## config.mk

```make
export PLATFORM = sky130hd
export DESIGN_NAME = fetch_stage
export DESIGN_NICKNAME = d
export VERILOG_FILES = /design/src/rtl/fetch_stage.sv
export SDC_FILE = /design/constraint.sdc
export NUM_CORES = 1
export LEC_CHECK = 0
export ABC_CLOCK_PERIOD_IN_PS = 2100
export BUFFER_PORTS_ARGS = -buffer_cell sky130_fd_sc_hd__buf_2
export CAP_MARGIN = 5
export CELL_PAD_IN_SITES_DETAIL_PLACEMENT = 1
export CELL_PAD_IN_SITES_GLOBAL_PLACEMENT = 1
export CORE_UTILIZATION = 38
export DETAILED_ROUTE_END_ITERATION = 7
export PLACE_DENSITY_LB_ADDON = 0.1
export SLEW_MARGIN = 20
export SYNTH_ARGS = -nofsm -noshare
export SYNTH_HDL_FRONTEND = slang
export SYNTH_SLANG_ARGS = --single-unit
export TNS_END_PERCENT = 30
```

## constraint.sdc

```tcl
create_clock -name clk -period 2.1 [get_ports clk]
set_input_delay 0.42 -clock clk [delete_from_list [all_inputs] [get_ports clk]]
set_output_delay 0.42 -clock clk [all_outputs]
set_load 0.01 [all_outputs]
```

## src/rtl/fetch_stage.sv

```systemverilog
// Instruction-fetch stage: owns the PC, drives instr_mem, fills the IF/ID register
// and counts fetched instructions, honouring redirect > flush > stall priority.
module fetch_stage #(
    parameter logic [15:0] RESET_PC = 16'h0000,
    parameter logic [15:0] PC_STEP  = 16'h0002
) (
    input  logic        clk,
    input  logic        reset_n,
    output logic [15:0] imem_addr,
    input  logic [15:0] imem_instr,
    input  logic        stall,
    input  logic        flush,
    input  logic        redirect_valid,
    input  logic [15:0] redirect_pc,
    output logic        if_id_valid,
    output logic [15:0] if_id_instr,
    output logic [15:0] if_id_pc,
    output logic [15:0] if_id_pc_plus2,
    output logic [15:0] fetch_count
);

    localparam logic [15:0] BOOT_PC = RESET_PC & 16'hFFFE;

    typedef enum logic [0:0] {
        BOOT = 1'b0,
        RUN  = 1'b1
    } state_t;

    state_t      state_r, state_s;
    logic [15:0] pc_r, pc_s;
    logic        valid_r, valid_s;
    logic [15:0] instr_r, instr_s;
    logic [15:0] ifpc_r, ifpc_s;
    logic [15:0] ifpc2_r, ifpc2_s;
    logic [15:0] count_r, count_s;
    logic [15:0] pc_inc_s;

    assign pc_inc_s = pc_r + PC_STEP;

    // FSM state register
    always_ff @(posedge clk or negedge reset_n) begin
        if (!reset_n) begin
            state_r <= BOOT;
        end else begin
            state_r <= state_s;
        end
    end

    // Next-state and next-datapath decode; everything holds unless an action applies
    always_comb begin
        state_s = state_r;
        pc_s    = pc_r;
        valid_s = valid_r;
        instr_s = instr_r;
        ifpc_s  = ifpc_r;
        ifpc2_s = ifpc2_r;
        count_s = count_r;
        case (state_r)
            BOOT: begin
                // single idle cycle after reset so instr_mem sees a stable PC first
                state_s = RUN;
            end
            RUN: begin
                state_s = RUN;
                if (redirect_valid) begin
                    pc_s    = redirect_pc & 16'hFFFE;
                    valid_s = 1'b0;
                    instr_s = 16'h0000;
                end else if (flush) begin
                    valid_s = 1'b0;
                    instr_s = 16'h0000;
                    if (stall) begin
                        pc_s = pc_r;
                    end else begin
                        pc_s = pc_inc_s;
                    end
                end else if (stall) begin
                    pc_s = pc_r;
                end else begin
                    instr_s = imem_instr;
                    ifpc_s  = pc_r;
                    ifpc2_s = pc_inc_s;
                    valid_s = 1'b1;
                    pc_s    = pc_inc_s;
                    if (count_r != 16'hFFFF) begin
                        count_s = count_r + 16'h0001;
                    end else begin
                        count_s = count_r;
                    end
                end
            end
            default: begin
                state_s = BOOT;
            end
        endcase
    end

    // PC, IF/ID pipeline register and fetch counter
    always_ff @(posedge clk or negedge reset_n) begin
        if (!reset_n) begin
            pc_r    <= BOOT_PC;
            valid_r <= 1'b0;
            instr_r <= 16'h0000;
            ifpc_r  <= 16'h0000;
            ifpc2_r <= 16'h0000;
            count_r <= 16'h0000;
        end else begin
            pc_r    <= pc_s;
            valid_r <= valid_s;
            instr_r <= instr_s;
            ifpc_r  <= ifpc_s;
            ifpc2_r <= ifpc2_s;
            count_r <= count_s;
        end
    end

    assign imem_addr      = pc_r;
    assign if_id_valid    = valid_r;
    assign if_id_instr    = instr_r;
    assign if_id_pc       = ifpc_r;
    assign if_id_pc_plus2 = ifpc2_r;
    assign fetch_count    = count_r;

endmodule
```

Word-level counts from Yosys, hierarchy flattened --
Index checks and enable logic that the tools add are counted.
Storage, ports and cells: bits in registers 82, bits of input ports 37, output and inout port bits 81, logic and storage cells 27
Cells by class: $add $sub $neg 2, equal/unequal tests 3, multiplexer cells 8, bitwise gates (word level) 3, reductions and logical operators 4
Operators by type and width (count):
- 16-bit 2-to-1 mux | 5
- 16-bit by 1-bit adder with 16-bit output, second input constant | 1
- 16-bit by 2-bit adder with 16-bit output, second input constant | 1
- 16-bit inequality test, second input constant | 1
- 5-bit AND reduction | 1
- 2-bit AND reduction | 2
- 4-bit AND reduction | 1
- 1-bit 2-to-1 mux | 3
- 3-bit by 1-bit inequality test with 1-bit output, second input constant | 1
- 1-bit inverter | 3
- 2-bit by 1-bit inequality test with 1-bit output, second input constant | 1

Logic depth before layout (Yosys ltp) --
depth after elaboration 3, depth in mapped cells 7, mapped depth without buffers 6

Least setup slack after synthesis --
Ideal clock, no wire load.
path type input -> register, start input port redirect_valid, end register count_r[15], in the netlist fetch_count[15], setup time 0.128 ns, arrival time 1.701 ns, required time 1.972 ns, path slack 0.271 ns, stages on the path 6, buffers on the path 1, cells stage by stage buf_2 > nor4b_4 > nand2_1 > nor3b_2 > nand2_1 > mux2_1
On the way: cells in the longest elaborated chain, start to end 2
RTL lines:
- start: declaration | RTL line 13 | input logic redirect_valid,
- 1-bit inverter (no line)
- 5-bit AND reduction (no line)
- end signal: assignment | RTL line 113 | count_r <= count_s;
- end: declaration | RTL line 35 | logic [15:0] count_r, count_s;
Every way passes these cells. A chain may end at the register's enable or synchronous reset.

Final worst setup path --
start register state_r, end register count_r[15], in the netlist fetch_count[15]
On the way: cells in the longest elaborated chain, start to end 1
RTL lines:
- start: declaration | RTL line 29 | state_t state_r, state_s;
- start signal: assignment | RTL line 45 | state_r <= state_s;
- 5-bit AND reduction (no line)
Every way passes these cells.

==> qor.yml <==
critPathBufInv: 0
num-nets-final: 475
worst_setup_path_start_kind: "flip-flop"
clk_latency_ns: 0.34
status: "complete, but fails checks"
crit_fanout: 8
grt_pass1_wl_um: 14700
slew-limit-headroom: 0.608
initial_core_util: 0.398
io_pins: 118
clock-sinks: 79
port_buffers: 113
setup_tns_ns: 0
grt_max_degree: 60
path_clk_slew_ns: 0.08
drt-vias-per-instance: 5.22
synthFlopType: "dfrtp_1"
drv_cap: 0
finalSetupViolCount: 0
layout_setup_ws_ns: 0.259
fin_skew_ns: 0.0124
track_usage: 0.192
ys_seq_area_frac: 0.561
cp.required_ns: 2.32
period_needed_ns: 1.84
fp.dieArea_sq_um: 9660
clk_path_buf_depth: 2
drc: 8
synth.distinct_cells: 42
worst_pin_slew_ns: 0.586
stdcell_area_sq_um: 4460
die_h_um: 98.3
yosys_register_bits: 79
peakVddDrop_v: 0.000462
critical_path_arrival_ns: 2.06
wl_per_cell_um: 16.3
yosys_warnings: 0
fmax_mhz: 543
cts_tree: "built"
cp_common_cell: "nand2_1"
grt_overflow: 0
netlist_area_sq_um: 3520
drive_above_1_share: 0.363
first_pass_iters: 8
crit_chain: "nor4b_4 > nand2_1 > nor3b_2 > nand2_1 > mux2_1"
cp-end-kind: "flip-flop"
cts_resized: 0
antenna_cells: 0
root_buffer: "clkbuf_8"
async_reset_ff_frac: 1.00
cpPeakStageDelay_ns: 0.50
synth_edf_count: 0
worstSetupPathType: "flip-flop to flip-flop"
gp_congestion: 0.775
dp_hpwl_um: 6340
grt_pass1_vias: 2897
avgSynthCellArea_sq_um: 11.0
numCtsBuffers: 9
die_w_um: 98.3
place_ws_ns: 0.128
hold_class: "input port to flip-flop"
crit_slowest_cell: "dfrtp_1"
finalCritPeriodShare: 0.877
synth_area_leaders: "dfrtp_1 (56%), mux2_2 (5.4%), xnor2_1 (4.7%)"
yosysTopAreaCellShare: 0.561
vias: 2864
areaGrowthSynthToFinish_pct: 26.5
p_per_area_nw_per_um2: 923
netlist_instances: 319
hold_viol: 0
place_area_sq_um: 4250
wl_um: 8940
core_area_sq_um: 8850
critical_path.top_delay_family: "simple AND/OR/NAND/NOR gates"
grt_antenna_before_repair: 0
antenna_left: 0
num_rows: 34
leakage_nw: 2.15
rsz0062_at_grt: "false"
slew_viol_final: 0
violations: "design-rule violations"
htreeDepth: 3
drtIter0Drc: 75
synth_top_cell_by_area: "dfrtp_1"
## flip-flops by register name (all words and copies together) (netlist names)
name and cells:
state_r 1, if_id_pc 15, fetch_count 16, if_id_instr 16
imem_addr 15, if_id_valid 1, if_id_pc_plus2 15
## layout by cell type, fill, tap and decap left out, types with 10 or more instances in the layout
cell      netlist  layout
o21ai_0        11      11
nor2_1         26      26
xnor2_1        19      19
a21oi_1        24      24
dfrtp_1        79      79
buf_2           5     112
clkbuf_8        0      13
nand2_1        27      27
mux2_2         17      17
buf_4           3      10
a22o_1         16      16
## cell families (layout without fill, tap and decap cells)
logic type,after synthesis,in the layout,share of synthesized area
fa+ha+maj,2,2,0.00710
other cells,2,4,0.00213
compound gates,72,72,0.135
flops,79,79,0.561
xor+xnor,25,25,0.0621
mux,22,22,0.0692
buf+inv,26,146,0.0327
simple gates,91,91,0.131
## layout make-up
type                       count  area [sq um]
tap                          108           135
inverter                       5          18.8
clock inverter                 3          22.5
sequential                    79          1980
timing repair buffer         125           686
multi-input combinational    216          1440
clock buffer                  13           179
fill                        1022          4390
## cells in the mapped netlist, types with 2 or more instances
library cell	instances
dfrtp_1	79
nand2_1	27
nor2_1	26
a21oi_1	24
xnor2_1	19
mux2_2	17
a22o_1	16
clkbuf_1	13
o21ai_0	11
nand4_1	9
nand3_1	6
xor2_1	6
and3_1	5
buf_2	5
inv_1	4
nor3_1	4
o22ai_1	4
a2bb2oi_1	3
a31oi_1	3
buf_4	3
mux2i_1	3
nor4_1	3
a21o_1	2
and2_1	2
and4_1	2
conb_1	2
ha_1	2
mux2_1	2
nand2b_1	2
o21a_1	2
o22a_1	2
## stage by stage
step | std cells | utilization | hold WS, ns | power, W
after global routing | 549 | 0.504 | 0.287 | 0.00436
final | 549 | 0.504 | 0.304 | 0.00411
after global placement | 532 | 0.480 | 0.347 | 0.00298
after detailed placement | 532 | 0.480 | 0.352 | 0.00303
after CTS | 549 | 0.504 | 0.284 | 0.00418
after floorplan | 321 | - | 0.124 | 0.00254
## final timing paths
kind / startpoint / endpoint / slack [ns] / cells past startpoint
worst min-delay path: imem_instr[0] / if_id_instr[0] / 0.30 / 2
max in group asynchronous: reset_n / if_id_pc[2] / 0.98 / 3
worst max register to register: state_r / fetch_count[15] / 0.26 / 5
worst max-delay path: state_r / fetch_count[15] / 0.26 / 5
min in group asynchronous: reset_n / if_id_pc_plus2[10] / 0.51 / 2
worst min register to register: if_id_valid / if_id_valid / 0.49 / 1
## per-layer routing
| metal | share of wire | global-route usage | vias to the layer above | routed length (um) |
|---|---|---|---|---|
| met4 | 0.0064 | 0.0402 | 0 | 57 |
| met5 | 0 | 0 | - | 0 |
| met1 | 0.48 | 0.275 | 1429 | 4290 |
| met2 | 0.46 | 0.300 | 73 | 4130 |
| li1 | - | - | 1356 | - |
| met3 | 0.052 | 0.0437 | 6 | 462 |
## repair_timing
action / 4_1_cts / 5_1_grt
buffers inserted: 0 / 0
hold buffers: 1 / 0
endpoints found under the hold margin: 23 / 0
## worst reg2reg max path, stage by stage, from the launching register on
cell,delay (ns)
dfrtp_1,0.50
nor4b_4,0.38
nand2_1,0.19
nor3b_2,0.27
nand2_1,0.09
mux2_1,0.30
## report_power, final
part | total [W] | internal (W) | switching [W]
Clock | 0.00113 | 0.000567 | 0.000567
Combinational | 0.000977 | 0.000467 | 0.000510
Sequential | 0.00200 | 0.00179 | 0.000214
Note: power is estimated with default switching activity, not from simulation.
